<file path="config.mk">
export PLATFORM = sky130hd
export DESIGN_NAME = moving_average_sample_source
export DESIGN_NICKNAME = d
export VERILOG_FILES = /design/src/rtl/moving_average_sample_source.sv
export SDC_FILE = /design/constraint.sdc
export NUM_CORES = 1
export LEC_CHECK = 0
export ABC_AREA = 1
export CELL_PAD_IN_SITES_DETAIL_PLACEMENT = 1
export CELL_PAD_IN_SITES_GLOBAL_PLACEMENT = 1
export CORE_MARGIN = 1.5
export CORE_UTILIZATION = 44
export CTS_BUF_LIST = sky130_fd_sc_hd__clkbuf_2
export DETAILED_ROUTE_END_ITERATION = 10
export PLACE_DENSITY = 0.85
export SYNTH_ARGS = -nofsm -noshare
export SYNTH_HDL_FRONTEND = slang
export SYNTH_SLANG_ARGS = --single-unit
</file>
<file path="constraint.sdc">
create_clock -name clk -period 2.65 [get_ports clk]
set_input_delay 0.3975 -clock clk [delete_from_list [all_inputs] [get_ports clk]]
set_output_delay 0.3975 -clock clk [all_outputs]
set_load 0.01 [all_outputs]
</file>
<file path="src/rtl/moving_average_sample_source.sv">
// -----------------------------------------------------------------------------
// moving_average_sample_source
//
// Transmit end of the strobed-sample interface in front of the moving averager.
// Host-written samples are buffered in a small FIFO and issued as
// sample_out/strobe_out pairs. After each strobe the block waits a programmable
// number of idle cycles before it issues the next one.
//
// Parameters:
//   ADDR_W     FIFO address width; depth = 2**ADDR_W
//   DATA_W     sample width
//
// Ports:
//   clk        system clock, rising edge
//   rst_n      asynchronous active-low reset
//   wr_data    sample to enqueue
//   wr_en      enqueue request, one sample per cycle
//   full       FIFO holds 2**ADDR_W entries (decoded from level)
//   level      current FIFO occupancy
//   enable     1 = pop/transmit allowed, 0 = pause
//   interval   idle cycles required after each strobe, sampled at pop
//   flush      synchronous FIFO and gap-counter clear
//   ovf_clr    clears the sticky overflow flag
//   sample_out transmitted sample
//   strobe_out one-cycle valid pulse
//   overflow   sticky: a write was dropped while full
//
// Build option:
//   IDLE_ZERO_EN  when defined, sample_out reads 0 in every cycle where
//                 strobe_out=0. When undefined, sample_out holds the last
//                 transmitted sample.
//
// The control states PAUSED / GAP / READY are implicit in enable and gap_cnt.
// No separate state register is kept.
// -----------------------------------------------------------------------------
module moving_average_sample_source #(
    parameter int ADDR_W = 2,
    parameter int DATA_W = 8
) (
    input  logic              clk,
    input  logic              rst_n,
    input  logic [DATA_W-1:0] wr_data,
    input  logic              wr_en,
    output logic              full,
    output logic [ADDR_W:0]   level,
    input  logic              enable,
    input  logic [7:0]        interval,
    input  logic              flush,
    input  logic              ovf_clr,
    output logic [DATA_W-1:0] sample_out,
    output logic              strobe_out,
    output logic              overflow
);

    localparam int DEPTH = 1 << ADDR_W;
    localparam logic [ADDR_W:0] LEVEL_FULL = (ADDR_W+1)'(DEPTH);

    logic [DATA_W-1:0] mem [DEPTH];
    logic [ADDR_W-1:0] wr_ptr;
    logic [ADDR_W-1:0] rd_ptr;
    logic [7:0]        gap_cnt;

    logic pop;
    logic wr_accept;
    logic wr_drop;

    // Occupancy is the only source for full/empty, so equal pointers are never
    // ambiguous.
    assign full = (level == LEVEL_FULL);

    // A pop uses the registered level. A sample written this cycle can
    // therefore leave the block no earlier than the next cycle.
    assign pop = enable && (level != '0) && (gap_cnt == '0) && !flush;

    // When the FIFO is full, a write is still accepted if a pop frees a slot
    // in the same cycle. Flush discards the write and never counts as a drop.
    assign wr_accept = wr_en && !flush && (!full || pop);
    assign wr_drop   = wr_en && !flush && full && !pop;

    // NOTE: the storage array has no reset. Its contents are only ever read
    // behind level != 0, so clearing it would cost flops and buy nothing.
    always_ff @(posedge clk) begin
        if (wr_accept) begin
            mem[wr_ptr] <= wr_data;
        end
    end

    // NOTE: all state below uses non-blocking assignments. Every update then
    // sees the values from before the edge. In particular, a full-FIFO
    // write-with-pop reads the old head at rd_ptr before the new sample lands
    // in the same slot.
    always_ff @(posedge clk or negedge rst_n) begin
        if (!rst_n) begin
            wr_ptr     <= '0;
            rd_ptr     <= '0;
            level      <= '0;
            gap_cnt    <= '0;
            sample_out <= '0;
            strobe_out <= 1'b0;
        end else if (flush) begin
            wr_ptr     <= '0;
            rd_ptr     <= '0;
            level      <= '0;
            gap_cnt    <= '0;
            strobe_out <= 1'b0;
`ifdef IDLE_ZERO_EN
            sample_out <= '0;
`endif
        end else begin
            if (wr_accept) begin
                wr_ptr <= wr_ptr + 1'b1;
            end

            case ({wr_accept, pop})
                2'b10:   level <= level + 1'b1;
                2'b01:   level <= level - 1'b1;
                default: level <= level;
            endcase

            if (pop) begin
                sample_out <= mem[rd_ptr];
                strobe_out <= 1'b1;
                rd_ptr     <= rd_ptr + 1'b1;
                // Loading interval at pop makes the spacing interval+1 cycles.
                gap_cnt    <= interval;
            end else begin
                strobe_out <= 1'b0;
`ifdef IDLE_ZERO_EN
                sample_out <= '0;
`endif
                // The gap keeps draining while paused, so re-enabling never
                // shortens it.
                if (gap_cnt != '0) begin
                    gap_cnt <= gap_cnt - 1'b1;
                end
            end
        end
    end

    // Sticky overflow. A drop in the same cycle as ovf_clr wins. Flush leaves
    // the flag alone.
    always_ff @(posedge clk or negedge rst_n) begin
        if (!rst_n) begin
            overflow <= 1'b0;
        end else if (wr_drop) begin
            overflow <= 1'b1;
        end else if (ovf_clr) begin
            overflow <= 1'b0;
        end
    end

endmodule

</file>
==> impl.org <==
** Die
- From left edge to right edge, the die measures 81.08 µm.
- In this run the core area contains 28 standard-cell rows.
- IO Pins :: 36
- For this configuration, the core starts out at a cell density of 0.4531.
- The die is about 81 µm tall.
- The die covers 0.006574 mm².
- Core region area :: slightly below 0.006 mm²

** Final layout
- After filler insertion, the fill cell instance count of the layout stands at around 680.
- In the final layout, the share of cells above drive strength 1 is 0.1379.
- The final layout contains roughly 340 nets.
- Most common cell after layout, fill and taps aside :: sky130_fd_sc_hd__nand2_1
- In the layout the commonest cells are sky130_fd_sc_hd__nand2_1, sky130_fd_sc_hd__clkdlybuf4s50_1, sky130_fd_sc_hd__edfxtp_1.
- Relative to the synthesized area, the layout overhead comes to 21.32%.
- Final standard cell count with taps included and fillers excluded :: approximately 390
- The number of antenna diodes in the final layout is 0.

** Logic synthesis
- Adder-Cell Fraction of Synth Area :: 0.03545
- Portion of netlist area occupied by mux cells :: 0
- The compound-gate portion of the synthesized area was 0.08582.
- Of the total synthesized cell area, the portion taken by XOR and XNOR cells is 0.01632.
- The cell area that synthesis handed to floorplanning was about 0.0027 mm².
- In the post-synthesis netlist, the biggest area contributors are sky130_fd_sc_hd__edfxtp_1, sky130_fd_sc_hd__dfrtp_1, sky130_fd_sc_hd__nand2_1, sky130_fd_sc_hd__nor2_1, sky130_fd_sc_hd__o21ai_0.
- Share of the yosys chip area belonging to registers :: 0.5914
- Of the total synthesized cell area, the portion taken by AND, OR, NAND and NOR gates is 0.2043.
- The synthesized design spends more area on one cell type than any other, namely sky130_fd_sc_hd__edfxtp_1.
- After synthesis, the largest family of logic cells by area is simple AND/OR/NAND/NOR gates.
- In this run the mean area of a mapped cell was roughly 10 µm².
- Count of distinct cell types in the synthesized netlist :: 29
- Mapped Cells :: around 270
- The share of synthesized area in the top cell type comes to 0.3582.
- Number of flip-flops and latches in the synthesized netlist :: 57
- The number of nets handed over by synthesis was 296.
- During synthesis, Yosys emitted a total of 0 warnings.

** Global routing
- Across every metal layer, demand over resource in global routing totals 0.2122.
- The total overflow left after global routing is 0.
- The first global-routing pass estimated 10,220 µm of wire.
- Entering global routing, the biggest net connects 26 pins.
- The initial antenna violation count is 0.
- The number of global-route vias before repair was 2,113.

** Pwr
- In this run the static leakage power is 1.450 nW.
- Power spread over the standard cell area amounts to around 920 mW/mm².
- Sequential share of power :: 0.411
- Power comes to around 0.0030 W.
- The share of total power dissipated in the clock network is 0.214.
- Of the total power, the share spent switching nets is 0.3692.
- Of the total power, combinational logic draws 0.376.
- Across the VDD grid, the largest voltage drop is 0.4505 mV.
- For this design the total switching power over the nets is roughly 0.0011 W.
- Internal power summed over all cells :: 0.001881 W

** Clock network
- After clock tree synthesis, the flow added hold-fix buffers numbering 0.
- Clock latency on the worst-skew pair, taken at its later pin, is between 0.4 and 0.5 ns.
- Number of buffers inserted to repair setup after CTS :: 0
- Clock sink count :: 57
- Clock tree synthesis inserted a total of 9 buffers.
- The cell sitting at the root of the clock tree is a sky130_fd_sc_hd__clkbuf_2.
- Maximum buffer depth of the clock tree :: 2
- TritonCTS clock tree :: yes
- After clock tree synthesis, the clock-pin slew on the worst setup and hold paths is between 0.15 and 0.2 ns.
- Post-CTS sizing :: 0
- In this run the number of H-tree levels came out at 3.

** STA
- Shortest clock period the worst path allows after layout :: about 2.3 ns
- RSZ-0062 raised after global routing :: false
- Final max-slew violation count :: 0
- On the final layout, the worst clock skew is slightly below 0.03 ns.
- The worst pin sits at a relative slew slack of 0.6776.
- The hold violation count in the final report was 0.
- Final total negative setup slack :: 0 ns
- On the final layout, the worst hold slack is about 0.25 ns.
- Setup violations remaining at the end of the flow were counted as 0.
- Pin slew with the least headroom to its limit :: around 0.48 ns
- Static timing analysis puts the maximum clock frequency at 432.4 MHz.
- In the post-route analysis, the smallest setup slack over all paths is about 0.34 ns.
- Period Utilization, post-route :: 0.8728

** Min path
- HP Class :: input pin to async pin

** Detailed routing
- In this run the remaining antenna-violating nets after routing total 0.
- In the final routed layout, each cell accounts on average for roughly 16 µm.
- Router iterations before antenna repair :: 4
- Using the TritonRoute via totals, the vias-per-cell ratio works out to about 5.1.
- Summed over all layers, the routed wires come to between 6000 and 7000 µm.
- Detailed routing inserted a total of 2,004 vias.
- DRC violations left :: 0
- Number of violations reported at the end of detailed-routing iteration 0 :: 77

** Critical path
- The endpoint identified for the worst register-to-register timing path is mem[2][5]$_DFFE_PP_.
- The critical path in this run is classified as register to primary output.
- Crit start category :: register
- Along the worst path, the maximum fanout reaches 4.
- Setup slack of the worst register-to-register path :: between 0.5 and 0.6 ns
- Type of destination of the critical path :: primary output
- For the worst setup path, the data arrival time is about 1.9 ns.
- WP data required :: between 2 and 2.5 ns
- Reg-to-reg startpoint :: gap_cnt[0]$_DFFE_PN0P_
- Register-to-Register Path Depth :: 11

** Place
- Timing analysis after detailed placement gives a worst setup slack of between 0.4 and 0.5 ns.
- Routability-driven placement finished with a final weighted congestion of slightly below 0.8.
- Input and output buffers added on the ports amount to 35.
- After legalization and detailed placement, the total HPWL measured 4629 µm.
- Placed insts :: between 300 and 400

** Flow run
- Maximum capacitance violations :: 0

** Outcome
- Status :: complete, no violations
[worst max-delay path by stage]
stage                            to                    from  slack, ns
5_1_grt                        full    level[0]$_DFFE_PN0P_       0.25
2_1_floorplan   mem[0][0]$_DFFE_PP_  gap_cnt[0]$_DFFE_PN0P_       0.68
3_5_place_dp   level[2]$_DFFE_PN0P_                   wr_en       0.47
6_report                       full    level[1]$_DFFE_PN0P_       0.34
4_1_cts                        full    level[1]$_DFFE_PN0P_       0.29
3_3_place_gp   level[2]$_DFFE_PN0P_                  enable       0.56
[critical path, stage by stage (launching register included)]
cell and delay (ns):
sky130_fd_sc_hd__dfrtp_1 0.46, sky130_fd_sc_hd__nor2_1 0.24, sky130_fd_sc_hd__nand2_1 0.10, sky130_fd_sc_hd__inv_1 0.11, sky130_fd_sc_hd__clkdlybuf4s50_1 0.54
[cells by family (layout without fill, tap and decap cells)]
group                      after synthesis  after routing
xor gates and xnor gates                 5              5
adders and majority gates                7              7
and+or+nand+nor                        118            118
DFF                                     57             57
buffers and inverters                   38             90
AOI/OAI and AO/OA                       42             42
[per-layer routing]
metal	GRT usage	vias up	part of all wire
met4	0.1138	0	0.022
met3	0.03708	11	0.027
met2	0.3517	33	0.51
met5	0	-	0
li1	-	966	-
met1	0.2640	994	0.44
[registers in the layout (all words and copies together) (netlist names)]
register	flops
mem	32
gap_cnt	8
sample_out	8
level	3
rd_ptr	2
wr_ptr	2
overflow	1
strobe_out	1
[Yosys cell counts]
master / count
sky130_fd_sc_hd__o21ai_1: 1
sky130_fd_sc_hd__nand2_1: 63
sky130_fd_sc_hd__a31oi_1: 1
sky130_fd_sc_hd__nand4_1: 4
sky130_fd_sc_hd__nor2_8: 1
sky130_fd_sc_hd__o21ai_0: 23
sky130_fd_sc_hd__buf_6: 2
sky130_fd_sc_hd__nor2_1: 31
sky130_fd_sc_hd__nand2_4: 5
sky130_fd_sc_hd__nand2_2: 3
sky130_fd_sc_hd__nand3_1: 7
sky130_fd_sc_hd__xor2_1: 4
sky130_fd_sc_hd__edfxtp_1: 32
sky130_fd_sc_hd__o22ai_1: 9
sky130_fd_sc_hd__buf_2: 1
sky130_fd_sc_hd__buf_12: 1
sky130_fd_sc_hd__dfrtp_1: 25
sky130_fd_sc_hd__a21oi_1: 6
sky130_fd_sc_hd__buf_4: 1
sky130_fd_sc_hd__clkbuf_1: 2
sky130_fd_sc_hd__nor2_2: 1
sky130_fd_sc_hd__fa_1: 1
sky130_fd_sc_hd__ha_1: 6
sky130_fd_sc_hd__a21oi_2: 2
sky130_fd_sc_hd__nor2_4: 3
sky130_fd_sc_hd__inv_1: 25
sky130_fd_sc_hd__xnor2_1: 1
sky130_fd_sc_hd__clkinv_1: 1
sky130_fd_sc_hd__inv_2: 5
[per-stage QoR]
stage | area, µm² | utilization
after floorplan | 2683 | -
after global placement | 3124 | 0.5277
after detailed placement | 3124 | 0.5277
after CTS | 3254 | 0.5497
after global routing | 3254 | 0.5497
final | 3254 | 0.5497
[layout make-up]
cell class | instances | area, µm² | area share
clock inverter | 4 | 70.07 | 0.02153
sequential | 57 | 1587 | 0.4875
tap | 75 | 93.84 | 0.02884
inverter | 31 | 116.4 | 0.03576
clock buffer | 12 | 60.06 | 0.01845
multi-input combinational | 172 | 917.1 | 0.2818
timing repair buffer | 43 | 410.4 | 0.1261
[power by group through the flow]
stage	Sequential (W)	Clock [W]	Combinational [W]
6_report	0.00123	0.000637	0.00112
5_1_grt	0.00125	0.000687	0.00126
4_1_cts	0.00123	0.000653	0.00114
3_5_place_dp	0.00125	0	0.00112
3_3_place_gp	0.00124	0	0.00105
2_1_floorplan	0.00126	0	0.000690
Note: power is estimated with default switching activity, not from simulation.
==> variant 1: new RTL, same flow settings <==
`DATA_W`: 8 -> 9.
--- a/src/rtl/moving_average_sample_source.sv
+++ b/src/rtl/moving_average_sample_source.sv
@@ -35,7 +35,7 @@
 // -----------------------------------------------------------------------------
 module moving_average_sample_source #(
     parameter int ADDR_W = 2,
-    parameter int DATA_W = 8
+    parameter int DATA_W = 9
 ) (
     input  logic              clk,
     input  logic              rst_n,
Ports: changed (resized sample_out and wr_data); port bits go from 36 to 38. No check against the original RTL was run, so the function may have changed too.
==> variant 1 against the original RTL <==
  * Clock skew about the same
  * Area after synthesis up 4.3%
  * First-iteration DRC count up 40%
  * Sequential share of layout area up 2.6 points
  * Final cell count up 2.5%
  * Total power down 12%
  * Sequential cell count up 5
  * Wire length up 9.1%
  * Worst setup slack better by 0.028 ns
  * Non-clock buffer count up 2
  * Die area up 4.2%
  * Hold slack better by 0.0047 ns
  * Cell area up 3.5%
==> variant 1: results (changes against the original RTL) <==
Outcome
  – Status: completed

Timing
  – WHS: 0.2579 ns (+0.004701 ns)

Pwr
  – VDD IR max: 360.7 uV (-20%)
  – Clk network pwr share: 17.9% (-3.5 points)
  – Sw frac: 36.29% (-0.63 points)
  – Leakage: 1.462 nW (+0.86%)
  – Sequential power: 1.27 mW (+3%)

Clocking
  – Worst-Skew Late Latency: 0.47 ns (-0.02 ns)

Yosys
  – Area share of fa/ha/maj cells after synthesis: 3.397% (-0.15 points)
  – EDFF count, synth: 36 (+13%)
  – Netlist cell types: 28 (-3.4%)
  – Largest cells by area after synthesis: edfxtp_1 (39%), dfrtp_1 (23%), nand2_1 (8.0%)
  – Synth cell count leaders: nand2_1 (60), edfxtp_1 (36), nor2_1 (36)
  – Mapped Nets: 305 (+3.0%)

Cells and area
  – Top flop regs: mem x36, sample_out x9, gap_cnt x8
  – Share of cells above drive strength 1: 12.46% (-1.3 points)
  – Final net count: 354 (+3.2%)

Global route
  – Largest net degree at the start of global routing: 27 (+3.8%)
  – Met2 Resource Use GR: 37.48% (+2.3 points)
  – Global-route wire length before repair: 11.04 mm (+8.0%)
  – Vias in the first global route: 2,244 (+6.2%)

Placed design
  – PortBufs: 37 (+5.7%)
  – Placed cell area: 3286 um^2 (+5.2%)
  – Dpl hpwl: 4.989 mm (+7.8%)
  – Final RePlAce weighted congestion: 0.8131 (+3.6%)

Worst setup path
  – Crit Reg-Reg Endpoint: level[2]
  – Worst reg2reg setup slack: 0.38 ns (-0.13 ns)
  – WP data arrival: 1.89 ns (-0.03 ns)
  – R2r worst-path depth: 13 (+2)

Routing
  – DRT iter0 DRCs: 108 (+40%)
  – Wire length on met1: 3.059 mm (+11%)
  – WL met2: 3.486 mm (+8.5%)
## variant 1: changes by cell type after synthesis, sizes merged, moves of 2 or more
cell,unedited run,this run
inv,30,28
a21oi,8,11
edfxtp,32,36
nand2,71,65
nand4,4,2
nor2,36,41
## variant 1: critical path: stages, from the launching register on
cell and delay [ns]:
dfrtp_1 0.47, nor2_2 0.18, nand2_1 0.11, inv_1 0.13
clkdlybuf4s50_1 0.55
## variant 1: logic make-up (layout without fill, tap and decap cells)
kind of cell | Yosys count | in the layout
AOI/OAI and AO/OA | 50 | 50
xor gates and xnor gates | 5 | 5
adders and majority gates | 7 | 7
buffers and inverters | 35 | 89
DFF | 62 | 62
and+or+nand+nor | 116 | 116
## variant 1: stage by stage
step	setup slack, ns	std cells	power [mW]
floorplan	0.6401	275	1.828
global placement	0.3524	388	2.122
detailed placement	0.2205	388	2.189
CTS	0.3441	404	2.656
global route	0.1985	404	2.823
finish	0.3654	404	2.630
## variant 1: worst min-delay path by stage
stage,start,end,depth (start not counted)
2_1_floorplan,rst_n,gap_cnt[0],0
3_3_place_gp,sample_out[3],sample_out[3],2
3_5_place_dp,sample_out[6],sample_out[6],2
4_1_cts,rst_n,gap_cnt[2],2
5_1_grt,rst_n,gap_cnt[1],2
6_report,rst_n,gap_cnt[2],2
## variant 1: final cells by class
| cell class | instances | area (um^2) |
|---|---|---|
| inverters | 28 | 105.1 |
| multi-input cells | 178 | 924.6 |
| well taps | 75 | 93.84 |
| clock buffers | 12 | 60.06 |
| repair buffers | 45 | 430.4 |
| clock inverters | 4 | 23.77 |
| fillers | 691 | 2656 |
| flip-flops and latches | 62 | 1732 |
==> variant 2: new RTL, same settings <==
Made on the original files. Make the reset (`rst_n`) synchronous in 2 clocked blocks. Comments in the files are not updated.
--- a/src/rtl/moving_average_sample_source.sv
+++ b/src/rtl/moving_average_sample_source.sv
@@ -89,7 +89,7 @@
     // sees the values from before the edge. In particular, a full-FIFO
     // write-with-pop reads the old head at rd_ptr before the new sample lands
     // in the same slot.
-    always_ff @(posedge clk or negedge rst_n) begin
+    always_ff @(posedge clk) begin
         if (!rst_n) begin
             wr_ptr     <= '0;
             rd_ptr     <= '0;
@@ -139,7 +139,7 @@
 
     // Sticky overflow. A drop in the same cycle as ovf_clr wins. Flush leaves
     // the flag alone.
-    always_ff @(posedge clk or negedge rst_n) begin
+    always_ff @(posedge clk) begin
         if (!rst_n) begin
             overflow <= 1'b0;
         end else if (wr_drop) begin
Check against the original RTL: differs if rst_n is asserted again (counterexample within 4 cycles, from zero or initial values and one cycle with rst_n low); with rst_n held inactive, the same outputs for 10 cycles.
==> variant 2 against the original RTL <==
  * Sequential cell count unchanged
  * Worst setup slack improved by 0.069 ns
  * Area after synthesis decreased by 8.4%
  * Maximum frequency increased by 3.1%
  * First-iteration DRC count increased by 5.2%
  * Wire length decreased by 11%
  * Sequential share of layout area decreased by 0.68 points
  * Cell area decreased by 6.6%
  * Core utilization increased by 0.93 points
  * Synthesized cell count decreased by 5.6%
  * Count of clock-buffer cells in the layout decreased by 3
  * Total power decreased by 20%
  * Largest cell class unchanged
  * Largest power group unchanged
  * Highest routed layer unchanged
==> variant 2: results (changes against the original RTL) <==
Pwr
  – VDD IR max: 443.2 uV (-1.6%)
  – Leakage: 1.204 nW (-17%)
  – P_int: 1.531 mW (-19%)

Yosys
  – Synth async-reset ratio: 0% (-44 points)
  – Post-synthesis sequential area ratio: 59.47% (+0.33 points)
  – Netlist cell types: 30 (+3.4%)
  – Mapped Nets: 280 (-5.4%)
  – Largest cells by area after synthesis: edfxtp_1 (39%), dfxtp_1 (20%), nor2_1 (9.6%)
  – Synth cell count leaders: nor2_1 (63), edfxtp_1 (32), inv_1 (26), o21ai_0 (26), dfxtp_1 (25)
  – Post-Syn Area per Cell: 9.751 um^2 (-2.9%)
  – EDFF count, synth: 32 (unchanged)

Worst setup path
  – R2r worst-path depth: 12 (+1)
  – WP data arrival: 1.85 ns (-0.07 ns)
  – CP Max Fanout: 3 (-1)
  – Worst reg2reg setup slack: 0.46 ns (-0.05 ns)
  – Crit Reg-Reg Endpoint: level[2]
  – Reg-to-Reg Start: gap_cnt[0]
  – Highest-delay cell along the critical path: clkdlybuf4s50_1

Placed design
  – Dpl hpwl: 4.209 mm (-9.1%)
  – Cells after DPL: 359 (-5.0%)
  – Final RePlAce weighted congestion: 0.7955 (+1.3%)
  – Pre-CTS setup slack: 0.2512 ns (-0.2179 ns)

Clocking
  – Worst-Skew Late Latency: 0.50 ns
  – Clk buf depth: 2 (unchanged)
  – Clock transition at path regs: 0.20 ns (+0.03 ns)
  – Root buffer cell: clkbuf_2

Global route
  – Met2 Resource Use GR: 30.87% (-4.3 points)
  – Met1 GRT Util: 26.23% (-0.17 points)
  – Global-route wire length before repair: 9.011 mm (-12%)
  – Met3 Use GR: 3.765% (+0.057 points)
  – Vias in the first global route: 1,857 (-12%)
  – GRT Total Usage: 20.01% (-1.2 points)
  – Largest net degree at the start of global routing: 23 (-12%)

Routing
  – DRT iter0 DRCs: 81 (+5.2%)
  – Vias per Instance: 4.979 (-2.1%)
  – Drt pass-1 iters: 4 (unchanged)
  – WL final: 5.604 mm (-11%)

Hold path
  – Hold WC Path Type: in -> reg
  – End of the worst hold path: gap_cnt[0]
  – Worst Hold Depth: 3
  – Hold Crit Start: interval[0]

Cells and area
  – Final net count: 326 (-5.0%)
  – Post-Layout Cell Count: 375 (-4.8%)
  – Top flop regs: mem x32, gap_cnt x8, sample_out x8
  – Fill cells: 616 (-9.5%)
  – Share of cells above drive strength 1: 10.56% (-3.2 points)

Timing
  – Worst-Margin Slew: 0.5029 ns (+0.02234 ns)
  – Final Skew: 0.02212 ns (-0.007353 ns)
  – Tcrit/Tclk final: 84.66% (-2.6 points)

Outcome
  – Status: completed
-- variant 2: how the worst max path moves through the flow --
stage	start	endpoint
floorplan	gap_cnt[0]	level[2]
global route	gap_cnt[0]	level[2]
finish	level[0]	full
CTS	level[0]	full
global placement	flush	level[2]
detailed placement	flush	mem[3][6]
-- variant 2: metrics by stage --
| step | cell area (um^2) | hold WS (ns) |
|---|---|---|
| global placement | 2913 | 0.4552 |
| detailed placement | 2913 | 0.4629 |
| global route | 3040 | 0.4739 |
| finish | 3040 | 0.4603 |
| CTS | 3040 | 0.4231 |
| floorplan | 2457 | 0.4526 |
-- variant 2: metal layers --
layer  up-vias  part of all wire (%)
li1        940                     -
met1       883                    47
met2        36                    48
met3         8                   2.9
met4         0                   1.9
met5         -                     0
-- variant 2: worst max-delay path, delay by kind of cell (launching register included) --
family / cells / cell delay, ns
buffers and inverters: 2 / 0.68
DFF: 1 / 0.37
and+or+nand+nor: 2 / 0.30
-- variant 2: cell families after synthesis --
| family | count (synthesis) | share of synthesized area (%) |
|---|---|---|
| xor+xnor | 5 | 1.782 |
| simple gates | 100 | 17.67 |
| flops | 57 | 59.47 |
| fa+ha+maj | 6 | 3.361 |
| buf+inv | 36 | 6.262 |
| compound gates | 48 | 11.46 |
-- variant 2: final cells by class --
type	instances	share of cell area [%]
tap	72	2.963
clock buffer	9	1.481
inverter	27	3.333
timing repair buffer	44	13.74
clock inverter	7	2.716
multi-input combinational	159	27.70
sequential	57	48.07
-- variant 2: power groups by stage --
stage	Sequential, mW	Clock [mW]	Combinational (mW)
6_report	1.05	0.616	0.731
5_1_grt	1.06	0.666	0.840
4_1_cts	1.05	0.633	0.739
3_5_place_dp	1.07	0	0.732
3_3_place_gp	1.07	0	0.706
2_1_floorplan	1.07	0	0.538
